**config.mk**
```make
export PLATFORM = sky130hd
export DESIGN_NAME = irq_gen_flat
export DESIGN_NICKNAME = d
export VERILOG_FILES = /design/src/rtl/irq_gen_if.sv /design/src/rtl/irq_gen.sv /design/src/flat_wrapper.sv
export SDC_FILE = /design/constraint.sdc
export NUM_CORES = 1
export LEC_CHECK = 0
export BUFFER_PORTS_ARGS = -buffer_cell sky130_fd_sc_hd__buf_4
export CORE_MARGIN = 2
export CORE_UTILIZATION = 62
export DETAILED_ROUTE_END_ITERATION = 6
export GPL_TIMING_DRIVEN = 1
export MAX_ROUTING_LAYER = met4
export PLACE_DENSITY_LB_ADDON = 0.25
export SYNTH_ARGS = -nofsm -noshare
export SYNTH_HDL_FRONTEND = slang
export SYNTH_SLANG_ARGS = --single-unit
```
**constraint.sdc**
```tcl
create_clock -name clk -period 4.3 [get_ports clk]
set_input_delay 0.86 -clock clk [delete_from_list [all_inputs] [get_ports clk]]
set_output_delay 0.86 -clock clk [all_outputs]
set_load 0.03 [all_outputs]
```
**src/rtl/irq_gen_if.sv**
```systemverilog
// irq_gen_if: core interrupt handshake plus config bus for irq_gen
interface irq_gen_if;
  logic        int_vld;
  logic        int_rdy;
  logic [3:0]  irq_id;
  logic        cfg_we;
  logic [1:0]  cfg_addr;
  logic [15:0] cfg_wdata;
  logic [15:0] cfg_rdata;
  modport master (output int_vld, irq_id, cfg_rdata, input int_rdy, cfg_we, cfg_addr, cfg_wdata);
  modport slave  (input int_vld, irq_id, cfg_rdata, output int_rdy, cfg_we, cfg_addr, cfg_wdata);
endinterface

```
**src/rtl/irq_gen.sv**
```systemverilog
// irq_gen: edge-detecting interrupt initiator issuing int_vld pulses on int_rdy.
// Optional IRQ_GEN_SYNC_EN adds a 2-flop input synchronizer ahead of edge detection.
module irq_gen #(
  parameter int NSRC   = 16,
  parameter int ACK_TO = 8
) (
  input  logic            clk,
  input  logic            rst_n,
  input  logic [NSRC-1:0] src_in,
  irq_gen_if.master       bus
);
  localparam int TW = $clog2(ACK_TO);
  typedef enum logic [1:0] {S_IDLE, S_FIRE, S_WAIT, S_BUSY} state_t;
  state_t state_q, state_d;
  logic [NSRC-1:0] src_s, src_q, en_q, en_d, pol_q, pol_d, pend_q, pend_d, edge_v, req, wmask;
  logic [1:0] prime_q, prime_d;
  logic [TW-1:0] timer_q, timer_d;
  logic [3:0] irq_id_q, irq_id_d, sel;
  logic [15:0] rdata_q, rdata_d;
  logic primed, issue, repend;
`ifdef IRQ_GEN_SYNC_EN
  localparam int PRIME = 3;
  logic [NSRC-1:0] sync1_q, sync2_q;
  always_ff @(posedge clk or negedge rst_n)
    if (!rst_n) begin
      sync1_q <= '0;
      sync2_q <= '0;
    end else begin
      sync1_q <= src_in;
      sync2_q <= sync1_q;
    end
  assign src_s = sync2_q;
`else
  localparam int PRIME = 1;
  assign src_s = src_in;
`endif
  always_comb begin
    primed = prime_q == 2'(PRIME);
    prime_d = primed ? prime_q : prime_q + 2'd1;
    edge_v = primed ? (pol_q & ~src_s & src_q) | (~pol_q & src_s & ~src_q) : '0;
    req = pend_q & en_q;
    sel = '0;
    // descending scan so the lowest requesting index is the one left in sel
    for (int i = NSRC - 1; i >= 0; i--) if (req[i]) sel = 4'(i);
    wmask = bus.cfg_wdata[NSRC-1:0];
    issue = state_q == S_IDLE && bus.int_rdy && |req;
    repend = state_q == S_WAIT && bus.int_rdy && timer_q == TW'(ACK_TO - 1);
    state_d = state_q;
    timer_d = timer_q;
    irq_id_d = irq_id_q;
    case (state_q)
      S_IDLE: if (issue) begin
        state_d = S_FIRE;
        irq_id_d = sel;
      end
      S_FIRE: begin
        state_d = S_WAIT;
        timer_d = '0;
      end
      S_WAIT: if (!bus.int_rdy) state_d = S_BUSY;
              else if (repend) state_d = S_IDLE;
              else timer_d = timer_q + TW'(1);
      default: if (bus.int_rdy) state_d = S_IDLE;
    endcase
    en_d = bus.cfg_we && bus.cfg_addr == 2'd0 ? wmask : en_q;
    pol_d = bus.cfg_we && bus.cfg_addr == 2'd2 ? wmask : pol_q;
    // new edges are OR-ed in after clearing so a coincident set always wins
    pend_d = (pend_q & ~((bus.cfg_we && bus.cfg_addr == 2'd1 ? wmask : '0) |
                         (issue ? NSRC'(1) << sel : '0)))
           | edge_v | (repend ? NSRC'(1) << irq_id_q : '0);
    rdata_d = bus.cfg_addr == 2'd0 ? 16'(en_q) :
              bus.cfg_addr == 2'd1 ? 16'(pend_q) :
              bus.cfg_addr == 2'd2 ? 16'(pol_q) : '0;
  end
  always_ff @(posedge clk or negedge rst_n)
    if (!rst_n) begin
      state_q <= S_IDLE;
      src_q <= '0;
      en_q <= '0;
      pol_q <= '0;
      pend_q <= '0;
      prime_q <= '0;
      timer_q <= '0;
      irq_id_q <= '0;
      rdata_q <= '0;
    end else begin
      state_q <= state_d;
      src_q <= src_s;
      en_q <= en_d;
      pol_q <= pol_d;
      pend_q <= pend_d;
      prime_q <= prime_d;
      timer_q <= timer_d;
      irq_id_q <= irq_id_d;
      rdata_q <= rdata_d;
    end
  assign bus.int_vld = state_q == S_FIRE;
  assign bus.irq_id = irq_id_q;
  assign bus.cfg_rdata = rdata_q;
endmodule

```
**src/flat_wrapper.sv**
```systemverilog
// flat-port wrapper written by rule: the top's interface ports become plain ports
module irq_gen_flat 
#(
  parameter int NSRC   = 16,
  parameter int ACK_TO = 8
)
  (clk, rst_n, src_in, bus_int_vld, bus_irq_id, bus_cfg_rdata, bus_int_rdy, bus_cfg_we, bus_cfg_addr, bus_cfg_wdata);
  irq_gen_if bus_i ();
  input  logic clk;
  input  logic rst_n;
  input  logic [NSRC-1:0] src_in;
  output wire logic [$bits(bus_i.int_vld)-1:0] bus_int_vld;
  output wire logic [$bits(bus_i.irq_id)-1:0] bus_irq_id;
  output wire logic [$bits(bus_i.cfg_rdata)-1:0] bus_cfg_rdata;
  input wire logic [$bits(bus_i.int_rdy)-1:0] bus_int_rdy;
  input wire logic [$bits(bus_i.cfg_we)-1:0] bus_cfg_we;
  input wire logic [$bits(bus_i.cfg_addr)-1:0] bus_cfg_addr;
  input wire logic [$bits(bus_i.cfg_wdata)-1:0] bus_cfg_wdata;
  assign bus_int_vld = bus_i.int_vld;
  assign bus_irq_id = bus_i.irq_id;
  assign bus_cfg_rdata = bus_i.cfg_rdata;
  assign bus_i.int_rdy = bus_int_rdy;
  assign bus_i.cfg_we = bus_cfg_we;
  assign bus_i.cfg_addr = bus_cfg_addr;
  assign bus_i.cfg_wdata = bus_cfg_wdata;
  irq_gen #(.NSRC(NSRC), .ACK_TO(ACK_TO)) u_core (.clk(clk), .rst_n(rst_n), .src_in(src_in), .bus(bus_i));
endmodule
```
* Yosys cells after proc, flatten, opt, wreduce, memory -nomap -nowiden
Cells that the tools add are included.
** Cells by class
- Shift operators :: 2
- Muxes and demuxes :: 31
- Reduce and logical (&&, ||, !) cells :: 15
- Bitwise operators :: 14
- $add $sub $neg :: 2
- Equality and inequality tests :: 10
** Operators by type and width (number)
- $mux 16 :: 7
- $and 16x16->16 :: 6
- $mux 4 :: 16
- $not 16->16 :: 4
- $or 16x16->16 :: 4
- $shl 1x4->16 const A :: 2
- $reduce_or 16->1 :: 1
- $mux 2 :: 4
- $logic_and 1x1->1 :: 7
- $eq 2x1->1 const B :: 3
- $mux 3 :: 2
- $pmux 2 s3 :: 1
- $pmux 3 s2 :: 1
- $reduce_and 3->1 :: 2
- $eq 2x2->1 const B :: 2
- $logic_not 2->1 :: 2
- $ne 2x2->1 const B :: 2
- $reduce_bool 4->1 :: 1
- $add 3x1->3 const B :: 1
- $eq 3x3->1 const B :: 1
- $ne 3x2->1 const B :: 1
- $add 2x1->2 const B :: 1
- $ne 2x1->1 const B :: 1
- $reduce_and 2->1 :: 1
- $reduce_bool 2->1 :: 1
** Storage, ports and cells
- Output and inout port bits :: 21
- Register bits :: 91
- Input port bits :: 38

* Logic depth before layout (Yosys ltp)
- Word-level depth :: 24
- Gate-level depth with buffers :: 9

* Worst setup path before layout
No wires, ideal clock.
- Path type :: in2reg
- Start :: in bus_cfg_addr[1]
- End :: reg u_core.en_q[10]
- Buffers on the path :: 2
- Path slack :: 2142 ps
- Arrival :: 2033 ps
- Cell stages on the path :: 4
- Path through :: buf_2 nor3b_2 buf_2 mux2_2
** On the way
- Cells in the longest elaborated chain, start to end :: 2
** RTL lines
- start, declared :: RTL line flat_wrapper.sv:17 : input wire logic [$bits(bus_i.cfg_addr)-1:0] bus_cfg_addr;
- $logic_not 2->1 :: RTL line irq_gen.sv:65 : en_d = bus.cfg_we && bus.cfg_addr == 2'd0 ? wmask : en_q;
- $logic_and 1x1->1 :: RTL line irq_gen.sv:65
- end signal, assigned :: RTL line irq_gen.sv:89 : en_q <= en_d;
- end, declared :: RTL line irq_gen.sv:15 : logic [NSRC-1:0] src_s, src_q, en_q, en_d, pol_q, pol_d, pend_q, pend_d, edge_v, req, wmask;
Every way passes these cells.
A chain may end at the register's enable or synchronous reset.

* Final worst setup path
- Start :: in bus_cfg_addr[1]
- End :: reg u_core.pend_q[2]
** On the way
- Cells in the longest elaborated chain, start to end :: 8
** RTL lines
- $eq 2x1->1 :: RTL line irq_gen.sv:68 : pend_d = (pend_q & ~((bus.cfg_we && bus.cfg_addr == 2'd1 ? wmask : '0) |
- $logic_and 1x1->1 :: RTL line irq_gen.sv:68
- $mux 16 :: RTL line irq_gen.sv:68
- $or 16x16->16 :: RTL line irq_gen.sv:68
- $not 16->16 :: RTL line irq_gen.sv:68
- $and 16x16->16 :: RTL line irq_gen.sv:68
- $or 16x16->16 (2 in a row) :: RTL line irq_gen.sv:70 : | edge_v | (repend ? NSRC'(1) << irq_id_q : '0);
- via u_core.pend_d[2] :: RTL line irq_gen.sv:15
- end signal, assigned :: RTL line irq_gen.sv:91 : pend_q <= pend_d;
- end, declared :: RTL line irq_gen.sv:15
The timed path passes the listed nets, and every way through them passes these cells.

==> key figures <==
Outcome
  – Status: completed

Global route
  – Pin count of the biggest net entering global routing: a little under 70
  – Number of global-route vias before repair: between 3000 and 4000
  – Grt ovf: 0
  – First-pass GRT wire length: around 17 mm
  – Initial antenna violation count: 0
  – GRT Overall Usage: 0.307

Clock network
  – Clock latency on the worst-skew pair: between 0.3 and 0.4 ns
  – Cts bufs inserted: 9
  – CTS sink cnt: about 90
  – CTS tree: built
  – CTS-repair resized insts: 0
  – H-Tree Level Count: 3
  – Postcts setup bufs: 0
  – CTS Hold Bufs: 0
  – Clock transition at path regs: around 0.09 ns
  – Root Buffer: clkbuf_8
  – Clock buffer depth: 2

Floorplanning
  – Die ar.: roughly 7700 um2
  – FP Rows: 30
  – Core box area: about 6800 um2
  – Die H: 87.5 um
  – I/O pins: 59
  – Effective utilization at floorplan: 0.639
  – Die width: 87.5 um

Worst setup path
  – Slowest stage cell, crit path: and2_1
  – Critical Path RT: 4.54 ns
  – Critical Path Fanout Max: 19
  – Reg2reg start: u_core.pend_q[14]
  – Crit path cell chain: buf_4 -> nor2b_1 -> buf_4 -> and2_1 -> nand2_1 -> nand2_1 -> a21oi_2 -> a221o_1
  – CP Capture Type: flip-flop
  – Delay of the slowest critical-path stage: 0.59 ns
  – CP arrival: 2.59 ns
  – Crit. Startpoint: bus_cfg_addr[1]
  – Setup CP Type: primary input to flip-flop
  – CP startpoint kind: primary input

Placement
  – # port buffers: 58
  – Routability cong.: 1.02
  – Pre-CTS setup slack: roughly 1.6 ns
  – Hpwl dp: 7.47 mm

Logic synthesis
  – Number of synthesized flops with an enable pin: 0
  – Syn Area/Cell: approximately 11 um2
  – Top-count cell post-synth: dfrtp_1
  – Post-synth top area share: 0.527
  – Yosys reg bits: 91
  – Net count after synthesis: approximately 440
  – Synth Warn #: 0
  – Async SR Flop Fraction: 1.00
  – Post-Syn Instances: 395
  – Post-synth top cells: dfrtp_1, nand2_1, o21ai_0
  – Area of the mapped netlist: 4320 um2
  – Post-synth top area cell: dfrtp_1
  – Top cells by area, synth: dfrtp_1, mux2_2, nand2_1, o21ai_0, mux2i_1
  – Synth unique cells: 42
  – Post-synthesis sequential area ratio: 0.527
  – Post-synth top flop: dfrtp_1

Route
  – Post-route ant nets: 0
  – Via count: roughly 3500
  – WL final: about 11 mm
  – DRC violations left: 0
  – Vias per cell: 6.47
  – Iteration-0 DRC Markers: 213
  – Wire per inst: 20.0 um
  – TritonRoute pass-1 iters: 6

Run
  – Max Cap Violations: 0

Power
  – Internal power: between 1.5 and 2 mW
  – Highest ir drop seen on vdd: ~0.5 mV
  – Clock power frac: 0.231
  – Sw Share: 0.364
  – PD cells: 512 nW/um2
  – Psw: around 940 uW
  – Lkg Pwr: ~2.2 nW
  – Comb power frac: 0.294
  – Flop pwr share: 0.475

STA
  – Tcrit/Tclk final: 0.545
  – # setup viols final: 0
  – Crit path time final: about 2.3 ns
  – Clock Skew: about 0.011 ns
  – Setup TNS Final: 0 ns
  – Worst relative slew slack: 0.294
  – Final Hold Fails: 0
  – Final setup margin: 1.96 ns
  – Max-slew violation count: 0
  – RSZ-0062 raised after global routing: no
  – Transition time of the tightest slew-check pin: 1.06 ns
  – WHS: 0.477 ns
  – Highest Clock Rate: roughly 430 MHz

Layout
  – Synth-to-Final Area Change: 16.1%
  – Layout net count: 493
  – Register Area: roughly 2300 um2
  – Final Util: 0.742
  – Area of the multi-input gates: approximately 2000 um2
  – Ant. Diodes: 0
  – Fill count: around 480
  – Fraction of layout cells with a size suffix above 1: 0.252

Min path
  – HP Class: flip-flop to flip-flop
  – Hold wc startpoint: u_core.prime_q[0]
-- flip-flops by register name (all words and copies together), names as in the netlist --
| register | cells |
|---|---|
| u_core.bus.cfg_rdata | 16 |
| u_core.prime_q | 2 |
| u_core.state_q | 2 |
| u_core.pol_q | 16 |
| u_core.bus.irq_id | 4 |
| u_core.en_q | 16 |
| u_core.timer_q | 3 |
| u_core.pend_q | 16 |
| u_core.src_q | 16 |
-- critical path, delay by kind of cell --
family | cells | cell delay [ns]
AO/OA/AOI/OAI | 2 | 0.31
buffers and inverters | 2 | 0.45
AND/OR/NAND/NOR | 4 | 0.96
-- path summary, 6_finish.rpt --
| path | end | slack, ns | cells past startpoint |
|---|---|---|---|
| max | u_core.pend_q[2] | 1.96 | 8 |
| min | u_core.prime_q[0] | 0.48 | 1 |
| max reg2reg | u_core.pend_q[5] | 2.14 | 6 |
| min reg2reg | u_core.prime_q[0] | 0.48 | 1 |
| max in group asynchronous | u_core.pend_q[0] | 2.84 | 2 |
| min in group asynchronous | u_core.src_q[11] | 0.60 | 1 |
-- cell usage in the layout, fill, tap and decap left out, drive strengths merged, types with 10 or more instances in the layout --
cell / count
buf: 61
and3b: 11
a22oi: 10
dfrtp: 91
mux2i: 18
clkbuf: 12
o21ai: 44
mux2: 32
nor3b: 18
nand2: 61
nand3: 13
-- power groups by stage --
stage	clock network, mW	logic (mW)	registers (mW)
floorplan	0	0.445	1.24
global placement	0	0.727	1.22
detailed placement	0	0.748	1.23
CTS	0.602	0.754	1.21
global route	0.637	0.818	1.25
finish	0.594	0.756	1.22
-- per-layer routing --
layer	part of all wire	global-route usage
met1	0.43	0.419
met5	0	-
met4	0.020	0.109
met2	0.49	0.466
met3	0.064	0.0531
-- area by class of cell --
class	count	area share
clock buffer	12	0.0309
clock inverter	4	0.00973
inverter	3	0.00225
multi-input combinational	286	0.392
sequential	91	0.454
tap	80	0.0200
timing repair buffer	61	0.0913
-- logic make-up (layout without fill, tap and decap cells) --
kind of cell    after synthesis  after routing  synth area share
xor+xnor                      1              1           0.00203
fa+ha+maj                     3              3           0.00869
simple gates                139            139             0.173
flops                        91             91             0.527
buf+inv                      18             80            0.0180
compound gates               93             93             0.146
mux                          50             50             0.125
-- stage by stage --
| step | instances | power [mW] | cell area (um2) |
|---|---|---|---|
| 2_1_floorplan | 395 | 1.68 | 4320 |
| 3_3_place_gp | 521 | 1.95 | 4810 |
| 6_report | 537 | 2.57 | 5010 |
| 3_5_place_dp | 521 | 1.98 | 4810 |
| 4_1_cts | 537 | 2.57 | 5010 |
| 5_1_grt | 537 | 2.70 | 5010 |
Power figures use the tool's default switching activity.
